`src/rtl/fpu_pkg.sv`:
```
// Shared types for the FP issue controller: FPU selector encodings, the
// sequencer state type, result-source select and default latencies.
package fpu_pkg;

  typedef enum logic [1:0] {
    KIND_BASIC   = 2'b00,
    KIND_FUSED   = 2'b01,
    KIND_CVT     = 2'b10,
    KIND_ILLEGAL = 2'b11
  } fpu_kind_t;

  // basic-op sub-selector (fpusel)
  typedef enum logic [3:0] {
    FPU_ADD   = 4'h0, FPU_SUB  = 4'h1, FPU_MUL  = 4'h2, FPU_DIV   = 4'h3,
    FPU_SQRT  = 4'h4, FPU_SGNJ = 4'h5, FPU_SGNJN = 4'h6, FPU_SGNJX = 4'h7,
    FPU_MIN   = 4'h8, FPU_MAX  = 4'h9, FPU_EQ   = 4'hA, FPU_LT    = 4'hB,
    FPU_LE    = 4'hC, FPU_CLASS = 4'hD, FPU_MVXW = 4'hE, FPU_MVWX = 4'hF
  } fpusel_t;

  // fused-op sub-selector (sd_sel)
  typedef enum logic [2:0] {
    SD_MADD = 3'd0, SD_MSUB = 3'd1, SD_NMSUB = 3'd2, SD_NMADD = 3'd3
  } sd_sel_t;

  // conversion sub-selector (cvtsel); the first two write the integer file
  typedef enum logic [2:0] {
    CVT_W_S = 3'd0, CVT_WU_S = 3'd1, CVT_S_W = 3'd2, CVT_S_WU = 3'd3
  } cvtsel_t;

  typedef enum logic [1:0] {IDLE, EXEC, ITER, WB} fpu_state_t;

  typedef enum logic [2:0] {
    SRC_RES, SRC_CMP, SRC_CVT, SRC_ITER, SRC_ZERO
  } res_src_t;

  localparam int DEF_ADD_LAT = 2;
  localparam int DEF_MUL_LAT = 3;
  localparam int DEF_FMA_LAT = 4;
  localparam int DEF_CVT_LAT = 2;

  function automatic int max_of(input int x, input int y);
    return (x > y) ? x : y;
  endfunction

  // $clog2 of the largest latency, never narrower than one bit
  function automatic int cnt_width(input int max_lat);
    return (max_lat <= 2) ? 1 : $clog2(max_lat);
  endfunction

endpackage

```
`src/rtl/fpu_lat_decode.sv`:
```
// Combinational class decode for an FP operation.
//   kind, op  : selector of the operation being issued
//   is_iter   : op runs on the iterative div/sqrt unit
//   lat_m1    : fixed latency minus one (counter load value)
//   wb_int    : result goes to the integer register file
//   src       : which FPU output is captured as the writeback result
module fpu_lat_decode
  import fpu_pkg::*;
#(
  parameter int ADD_LAT = DEF_ADD_LAT,
  parameter int MUL_LAT = DEF_MUL_LAT,
  parameter int FMA_LAT = DEF_FMA_LAT,
  parameter int CVT_LAT = DEF_CVT_LAT,
  parameter int CNT_W   = 2
) (
  input  logic [1:0]       kind,
  input  logic [3:0]       op,
  output logic             is_iter,
  output logic [CNT_W-1:0] lat_m1,
  output logic             wb_int,
  output res_src_t         src
);

  localparam logic [CNT_W-1:0] ADD_M1 = CNT_W'(ADD_LAT - 1);
  localparam logic [CNT_W-1:0] MUL_M1 = CNT_W'(MUL_LAT - 1);
  localparam logic [CNT_W-1:0] FMA_M1 = CNT_W'(FMA_LAT - 1);
  localparam logic [CNT_W-1:0] CVT_M1 = CNT_W'(CVT_LAT - 1);

  always_comb begin
    is_iter = 1'b0;
    lat_m1  = '0;
    wb_int  = 1'b0;
    src     = SRC_RES;
    case (fpu_kind_t'(kind))
      KIND_BASIC: begin
        case (fpusel_t'(op))
          FPU_ADD, FPU_SUB: lat_m1 = ADD_M1;
          FPU_MUL:          lat_m1 = MUL_M1;
          FPU_DIV, FPU_SQRT: begin
            is_iter = 1'b1;
            src     = SRC_ITER;
          end
          FPU_EQ, FPU_LT, FPU_LE: begin
            src    = SRC_CMP;
            wb_int = 1'b1;
          end
          FPU_CLASS, FPU_MVXW: wb_int = 1'b1;
          default: ;
        endcase
      end
      KIND_FUSED: lat_m1 = FMA_M1;
      KIND_CVT: begin
        lat_m1 = CVT_M1;
        src    = SRC_CVT;
        wb_int = (op[2:0] == CVT_W_S) || (op[2:0] == CVT_WU_S);
      end
      default: src = SRC_ZERO;
    endcase
  end

endmodule

```
`src/rtl/fpu_issue_ctrl.sv`:
```
// Multi-cycle sequencer between EX and the RV32F datapath. Accepts one op,
// holds its selector/operands on the FPU inputs for the op's latency (or
// until the iterative unit finishes), then offers the result to writeback.
//   issue_*  : issue handshake and operation payload from EX
//   fpu_*    : latched selector/operands to the FPU, FPU results back
//   iter_*   : iterative div/sqrt start/kill/done/result
//   wb_*     : writeback handshake and payload
//   busy     : op in flight, used by the hazard unit; flush kills it
//
// state | meaning
// IDLE  | ready for a new op
// EXEC  | fixed-latency op, down-counter running
// ITER  | waiting on iterative div/sqrt
// WB    | result offered to writeback
module fpu_issue_ctrl
  import fpu_pkg::*;
#(
  parameter int ADD_LAT = DEF_ADD_LAT,
  parameter int MUL_LAT = DEF_MUL_LAT,
  parameter int FMA_LAT = DEF_FMA_LAT,
  parameter int CVT_LAT = DEF_CVT_LAT
) (
  input  logic        clk,
  input  logic        rst_n,
  input  logic        flush,
  input  logic        issue_valid,
  output logic        issue_ready,
  input  logic [1:0]  issue_kind,
  input  logic [3:0]  issue_op,
  input  logic [4:0]  issue_rd,
  input  logic [31:0] issue_a,
  input  logic [31:0] issue_b,
  input  logic [31:0] issue_c,
  output logic [1:0]  fpu_kind,
  output logic [3:0]  fpu_op,
  output logic [31:0] fpu_a,
  output logic [31:0] fpu_b,
  output logic [31:0] fpu_c,
  input  logic [31:0] fpu_res,
  input  logic [31:0] fpu_cvt_res,
  input  logic        fpu_cmp,
  output logic        iter_start,
  output logic        iter_kill,
  input  logic        iter_done,
  input  logic [31:0] iter_res,
  output logic        wb_valid,
  input  logic        wb_ready,
  output logic [31:0] wb_data,
  output logic [4:0]  wb_rd,
  output logic        wb_int,
  output logic        busy
);

  localparam int MAX_LAT = max_of(max_of(ADD_LAT, MUL_LAT), max_of(FMA_LAT, CVT_LAT));
  localparam int CNT_W   = cnt_width(MAX_LAT);

  fpu_state_t       state_q, state_d;
  logic [CNT_W-1:0] cnt_q, cnt_d;
  logic             first_q, first_d;
  logic [1:0]       kind_q, kind_d;
  logic [3:0]       op_q, op_d;
  logic [4:0]       rd_q, rd_d;
  logic [31:0]      a_q, a_d, b_q, b_d, c_q, c_d;
  res_src_t         src_q, src_d;
  logic             int_q, int_d;
  logic [31:0]      wb_data_q, wb_data_d;
  logic             wb_int_q, wb_int_d;

  logic             dec_is_iter, dec_wb_int, accept, capture;
  logic [CNT_W-1:0] dec_lat_m1;
  res_src_t         dec_src;

  fpu_lat_decode #(
    .ADD_LAT(ADD_LAT), .MUL_LAT(MUL_LAT), .FMA_LAT(FMA_LAT), .CVT_LAT(CVT_LAT),
    .CNT_W  (CNT_W)
  ) u_dec (
    .kind   (issue_kind),
    .op     (issue_op),
    .is_iter(dec_is_iter),
    .lat_m1 (dec_lat_m1),
    .wb_int (dec_wb_int),
    .src    (dec_src)
  );

  assign issue_ready = (state_q == IDLE) || ((state_q == WB) && wb_ready);
  // a flush always wins over an issue in the same cycle
  assign accept      = issue_valid && issue_ready && !flush;

  always_comb begin
    state_d   = state_q;
    cnt_d     = cnt_q;
    first_d   = 1'b0;
    kind_d    = kind_q;
    op_d      = op_q;
    rd_d      = rd_q;
    a_d       = a_q;
    b_d       = b_q;
    c_d       = c_q;
    src_d     = src_q;
    int_d     = int_q;
    wb_data_d = wb_data_q;
    wb_int_d  = wb_int_q;
    capture   = 1'b0;

    if (accept) begin
      kind_d = issue_kind;
      op_d   = issue_op;
      rd_d   = issue_rd;
      a_d    = issue_a;
      b_d    = issue_b;
      c_d    = issue_c;
      src_d  = dec_src;
      int_d  = dec_wb_int;
    end

    if (flush) begin
      state_d = IDLE;
      cnt_d   = '0;
    end else begin
      case (state_q)
        EXEC: begin
          if (cnt_q == '0) begin
            state_d = WB;
            capture = 1'b1;
          end else begin
            cnt_d = cnt_q - CNT_W'(1);
          end
        end
        ITER: begin
          // done is not trusted in the start cycle
          if (!first_q && iter_done) begin
            state_d = WB;
            capture = 1'b1;
          end
        end
        WB: begin
          if (wb_ready) state_d = IDLE;
        end
        default: ;
      endcase
      if (accept) begin
        state_d = dec_is_iter ? ITER : EXEC;
        cnt_d   = dec_is_iter ? '0 : dec_lat_m1;
        first_d = dec_is_iter;
      end
    end

    if (capture) begin
      wb_int_d = int_q;
      case (src_q)
        SRC_CMP:  wb_data_d = {31'b0, fpu_cmp};
        SRC_CVT:  wb_data_d = fpu_cvt_res;
        SRC_ITER: wb_data_d = iter_res;
        SRC_ZERO: wb_data_d = '0;
        default:  wb_data_d = fpu_res;
      endcase
    end
  end

  always_ff @(posedge clk or negedge rst_n) begin
    if (!rst_n) begin
      state_q   <= IDLE;
      cnt_q     <= '0;
      first_q   <= 1'b0;
      kind_q    <= '0;
      op_q      <= '0;
      rd_q      <= '0;
      a_q       <= '0;
      b_q       <= '0;
      c_q       <= '0;
      src_q     <= SRC_RES;
      int_q     <= 1'b0;
      wb_data_q <= '0;
      wb_int_q  <= 1'b0;
    end else begin
      state_q   <= state_d;
      cnt_q     <= cnt_d;
      first_q   <= first_d;
      kind_q    <= kind_d;
      op_q      <= op_d;
      rd_q      <= rd_d;
      a_q       <= a_d;
      b_q       <= b_d;
      c_q       <= c_d;
      src_q     <= src_d;
      int_q     <= int_d;
      wb_data_q <= wb_data_d;
      wb_int_q  <= wb_int_d;
    end
  end

  assign fpu_kind   = kind_q;
  assign fpu_op     = op_q;
  assign fpu_a      = a_q;
  assign fpu_b      = b_q;
  assign fpu_c      = c_q;
  assign wb_data    = wb_data_q;
  assign wb_rd      = rd_q;
  assign wb_int     = wb_int_q;
  assign wb_valid   = (state_q == WB);
  assign busy       = (state_q != IDLE);
  assign iter_start = (state_q == ITER) && first_q;
  assign iter_kill  = (state_q == ITER) && flush;

endmodule

```
`config.mk`:
```
export PLATFORM = sky130hd
export DESIGN_NAME = fpu_issue_ctrl
export DESIGN_NICKNAME = d
export VERILOG_FILES = /design/src/rtl/fpu_pkg.sv /design/src/rtl/fpu_lat_decode.sv /design/src/rtl/fpu_issue_ctrl.sv
export SDC_FILE = /design/constraint.sdc
export NUM_CORES = 1
export LEC_CHECK = 0
export BUFFER_PORTS_ARGS = -buffer_cell sky130_fd_sc_hd__buf_2
export CAP_MARGIN = 0
export CORE_AREA = 3 3 135 137
export DETAILED_ROUTE_END_ITERATION = 6
export DIE_AREA = 0 0 138 140
export GPL_ROUTABILITY_DRIVEN = 0
export PLACE_DENSITY = 0.72
export SLEW_MARGIN = 20
export SYNTH_ARGS = -nofsm -noshare
export SYNTH_HDL_FRONTEND = slang
export SYNTH_SLANG_ARGS = --single-unit
```
`constraint.sdc`:
```
create_clock -name clk -period 2.1 [get_ports clk]
set_input_delay 0.21 -clock clk [delete_from_list [all_inputs] [get_ports clk]]
set_output_delay 0.21 -clock clk [all_outputs]
set_load 0.02 [all_outputs]
```
# After elaboration in Yosys (flattened, before gate mapping)
# Cells that the tools add are included.
word_totals:
  ff_bits: 149
  inputBits: 210
  output_inout_bits: 145
op_classes:
  addsub: 1
  eq_ne: 23
  mux: 27
  n_reduce_logical: 24
ops:
  columns: ["cell", "n"]
  rows:
  - ["$pmux 32 s4", 1]
  - ["$mux 2", 11]
  - ["$eq 4x4->1 const B", 5]
  - ["$pmux 2 s3", 2]
  - ["$pmux 3 s3", 1]
  - ["$eq 4x2->1 const B", 2]
  - ["$mux 1", 8]
  - ["$ne 4x4->1 const B", 2]
  - ["$pmux 2 s2", 2]
  - ["$eq 2x2->1 const B", 3]
  - ["$eq 3x1->1 const B", 2]
  - ["$eq 3x2->1 const B", 2]
  - ["$logic_and 1x1->1", 6]
  - ["$logic_not 2->1", 3]
  - ["$reduce_bool 5->1", 1]
  - ["$reduce_or 5->1", 1]
  - ["$eq 2x1->1 const B", 2]
  - ["$eq 4x1->1 const B", 1]
  - ["$eq 4x3->1 const B", 1]
  - ["$logic_not 4->1", 1]
  - ["$ne 4x2->1 const B", 1]
  - ["$pmux 1 s2", 2]
  - ["$reduce_and 4->1", 1]
  - ["$reduce_or 2->1", 2]
  - ["10 further kinds", 12]

# Depth between registers and ports, before layout
logic_depth:
  depth_word: 7
  ltp_mapped: 11
  mapped_depth_nobuf: 7

# Modules after synthesis
# From an unflattened synthesis, not the netlist that was laid out.
unflattened:
  hier_cells: 535
  area_unflattened_um2: 6934.2
modules_own_cells:
  columns: ["module", "n_inst", "cells_each", "area_each_um2"]
  rows:
  - ["fpu_issue_ctrl", 1, 510, 6770.2]
  - ["fpu_lat_decode", 1, 25, 163.9]

# Worst setup path before layout
# Ideal clock, no wire load.
synth_path:
  path_type: "register to register"
  startpoint: "reg state_q[0]"
  endpoint: "reg src_q[2]"
  t_arrival_ns: 1.803
  t_required_ns: 1.983
  slack_ns: 0.181
  stages_incl_launch_ff: 11
  path_buffers: 4
  synth_period_minus_slack_ns: 1.919
  cell_sequence: "dfrtp_1 ha_1 nand2_2 a21bo_1 buf_6 or2_1 buf_6 buf_6 buf_6 nand2_1 nand2_1"
synth_between:
  elab_chain_len: 5
  elab_cells_between_ends: 6
synth_rtl:
  columns: ["item", "line_no", "text"]
  rows:
  - ["start, declared", "fpu_issue_ctrl.sv:57", "fpu_state_t state_q, state_d;"]
  - ["start signal, assigned", "fpu_issue_ctrl.sv:176", "state_q <= state_d;"]
  - ["$eq 2x2->1", null, null]
  - ["named net wb_valid", "fpu_issue_ctrl.sv:46", "output logic wb_valid,"]
  - ["$logic_and 1x1->1", "fpu_issue_ctrl.sv:85", "assign issue_ready = (state_q == IDLE) || ((state_q == WB) && wb_ready);"]
  - ["$logic_or 1x1->1", "fpu_issue_ctrl.sv:85", null]
  - ["$logic_and 1x1->1 (2 in series)", "fpu_issue_ctrl.sv:87", "assign accept = issue_valid && issue_ready && !flush;"]
  - ["end signal, assigned", "fpu_issue_ctrl.sv:185", "src_q <= src_d;"]
  - ["end, declared", "fpu_issue_ctrl.sv:64", "res_src_t src_q, src_d;"]
# The timed path passes the listed nets, and every way through them passes these cells.
# A chain may end at the register's enable or synchronous reset.

# Worst setup path in the final report
layout_path:
  startpoint: "reg state_q[0]"
  endpoint: "reg b_q[18] (netlist: fpu_b[18])"
layout_between:
  elab_chain_len: 5
  elab_cells_between_ends: 6
layout_rtl:
  columns: ["item", "line_no", "text"]
  rows:
  - ["$eq 2x2->1", "fpu_issue_ctrl.sv:85", null]
  - ["$logic_and 1x1->1", "fpu_issue_ctrl.sv:85", null]
  - ["$logic_or 1x1->1 *", "fpu_issue_ctrl.sv:85", null]
  - ["$logic_and 1x1->1 * (2 in series)", "fpu_issue_ctrl.sv:87", null]
  - ["end signal, assigned", "fpu_issue_ctrl.sv:169", "b_q <= '0;"]
  - ["end signal, assigned", "fpu_issue_ctrl.sv:183", "b_q <= b_d;"]
  - ["end, declared", "fpu_issue_ctrl.sv:63", "logic [31:0] a_q, a_d, b_q, b_d, c_q, c_d;"]
# Every way passes the cells marked *; elsewhere a longest branch is shown, timed or not.

==> flow_summary.toml <==
[timing]
relSlewSlack_pct = 63.7
setup_violations = 0
slew_violations = 0
finalCritPeriodShare_pct = 93.4
fin_skew_ns = 0.00825
finalHoldViolCount = 0
fin_tns_setup_ns = 0
fin_ws_ns = 0.139
worst_pin_slew_ns = 0.545
clock.fmax_ghz = 0.510
fin_crit_ns = 1.96
rsz0062_at_grt = "false"

[critical_path]
endpoint_kind = "flip-flop"
r2r-start = "state_q[0]$_DFFE_PN0P_"
criticalPathCategory = "flip-flop to flip-flop"
worstPathArrival_ns = 2.31
critical_path.max_fanout = 20
startpoint = "state_q[0]$_DFFE_PN0P_"
cp.required_ns = 2.45
cp-start-kind = "flip-flop"
rrSetupSlack_ns = 0.14

[global_route]
grt_usage_pct = 25.8
grt.overflow.total = 0
antenna_found_initial = 0
grt_pass1_wl_um = 40600
first_global_vias = 7780
grt_max_degree = 59

[placed_design]
post-place-ws_ns = 0.215
dp_hpwl_um = 16300
io_buffers = 354
placed_cells = 1313

[synthesis]
synth_most_common_cell = "nand2_1"
yosys-top-cells-count = "nand2_1, dfrtp_1, a22o_1"
synth.area.top_cells = "dfrtp_1, nand2_1, a22o_1"
synth-seq-area-share_pct = 53.7
syn_nets = 993
async_flop_share_pct = 100
synth.top_cell.area_share_pct = 53.7
yosysTopAreaCell = "dfrtp_1"
ys.flop_type = "dfrtp_1"
ys_warn_count = 0
synth_edf_count = 0
synthCells = 775
ys_types = 37
synth.avg_cell_area_um2 = 8.97
ys_seq_elements = 149
synth_area_um2 = 6950

[clocking]
clk_latency_ns = 0.41
cts.path.max_buffers = 2
cts_root_buffer = "clkbuf_16"
h-tree-depth = 4
clk_pin_slew_ns = 0.07
cts_buffers = 17
cts_tree = "done"
cts_num_sinks = 149
post_cts_buffers = 0

[final_layout]
syn_to_final_growth_pct = 52.7
drive_gt1_share_pct = 34.0
instances_no_fill = 1445
multi_input_area_um2 = 2890
antenna_cells = 0
seqCellArea_um2 = 3730
finalNetCount = 1425
fillers = 1359

[die]
io_pins = 355
num_rows = 48
fp.dieH_um = 140
initial_utilization_pct = 40.5
die_width_um = 138
fp.coreArea_um2 = 17200
dieArea_um2 = 19300

[power]
power_mw = 16.3
combPwrFrac_pct = 48.9
pwr-share-clk_pct = 20.2
switching_share_pct = 43.6
p_per_area_nw_per_um2 = 1540
seqPwrFrac_pct = 30.9
vdd_drop_max_mv = 0.882
switchingPower_mw = 7.10
p_int_mw = 9.20
leakage_nw = 5.73

[job]
cap_violations = 0

[drt]
firstDrtPassIters = 5
drtAntennaViolNets = 0
first_iter_violations = 569
detail_route.wirelength_um = 25500
via_per_inst = 5.29
vias = 7641
drcViolationCount = 0
avgRoutedWirePerCell_um = 17.6

[hold_path]
hp-start = "issue_c[12]"
hold_path.class = "input pin to flip-flop"

[outcome]
outcome = "finished clean"
## cell usage in the layout (no fill, tap or decap), types with 2 or more instances in the layout
| cell type | count |
|---|---|
| a211oi_1 | 3 |
| a21oi_1 | 35 |
| a222oi_1 | 31 |
| a22o_1 | 62 |
| and2_1 | 2 |
| buf_12 | 9 |
| buf_2 | 353 |
| buf_4 | 10 |
| bufinv_16 | 4 |
| clkbuf_16 | 17 |
| clkinvlp_4 | 3 |
| dfrtp_1 | 148 |
| dlygate4sd3_1 | 100 |
| ha_1 | 8 |
| inv_1 | 11 |
| inv_6 | 4 |
| mux2_2 | 3 |
| nand2_1 | 327 |
| nand2b_1 | 3 |
| nand3b_1 | 2 |
| nor2_1 | 42 |
| nor3b_1 | 2 |
| o21a_1 | 2 |
| o21ai_0 | 12 |
## through the flow
step / util, % / instance area, um^2 / hold slack, ns
after global placement: 52.2 / 8970 / 0.201
after detailed placement: 52.2 / 8970 / 0.204
after floorplan: - / 6950 / -0.0856
after CTS: 61.8 / 10600 / 0.00182
final: 61.8 / 10600 / 0.0271
after global routing: 61.8 / 10600 / 0.0379
## critical path, stage by stage (launching register included)
cell     delay [ns]
dfrtp_1        0.41
ha_1           0.26
nand2_2        0.10
a21bo_1        0.30
or2_4          0.30
buf_4          0.29
nand2_1        0.11
nand2_1        0.11
## state kept, by name (all words and copies together), names as in the netlist
signal    count
wb_data      32
fpu_op        4
first_q       1
src_q         3
fpu_kind      2
state_q       2
int_q         1
fpu_c        32
fpu_a        32
wb_rd         5
fpu_b        32
wb_int        1
cnt_q         2
## worst paths after layout
check | end | cells after the start
max | fpu_b[18]$_DFFE_PN0N_ | 7
min | fpu_c[12]$_DFFE_PN0N_ | 3
max reg2reg | fpu_b[18]$_DFFE_PN0N_ | 7
min reg2reg | fpu_a[15]$_DFFE_PN0N_ | 2
max in group asynchronous | fpu_a[28]$_DFFE_PN0N_ | 3
min in group asynchronous | wb_data[8]$_DFFE_PN0P_ | 2
## cell type report
class | count | share of cell area (%)
multi-input cells | 555 | 27.2
repair buffers | 473 | 28.6
inverters | 11 | 0.389
well taps | 225 | 2.65
clock inverters | 13 | 1.83
clock buffers | 19 | 4.17
flip-flops and latches | 149 | 35.1
## cell families after synthesis
logic type / synth area share, %
fa+ha+maj: 1.44
flops: 53.7
mux: 0.630
buf+inv: 5.19
compound gates: 17.5
simple gates: 21.4
xor+xnor: 0.126
## metal layers
layer	GRT usage, %	up-vias	share of wire (%)
li1	-	3488	-
met1	30.1	3624	37
met2	43.6	443	49
met3	8.33	86	9.9
met4	11.5	0	4.0
met5	0	-	0
## power by group through the flow
stage / logic [mW] / clock network (mW) / registers, mW
2_1_floorplan: 3.40 / 0 / 6.56
3_3_place_gp: 7.58 / 0 / 4.99
3_5_place_dp: 7.74 / 0 / 4.98
4_1_cts: 7.87 / 3.35 / 5.00
5_1_grt: 8.69 / 3.49 / 5.19
6_report: 7.98 / 3.29 / 5.04
## what timing repair did
item	in CTS	in global routing
endpoints found under the hold margin	150	0
resized for setup	0	0
hold buffers	100	0
(Power assumes the default switching activity.)
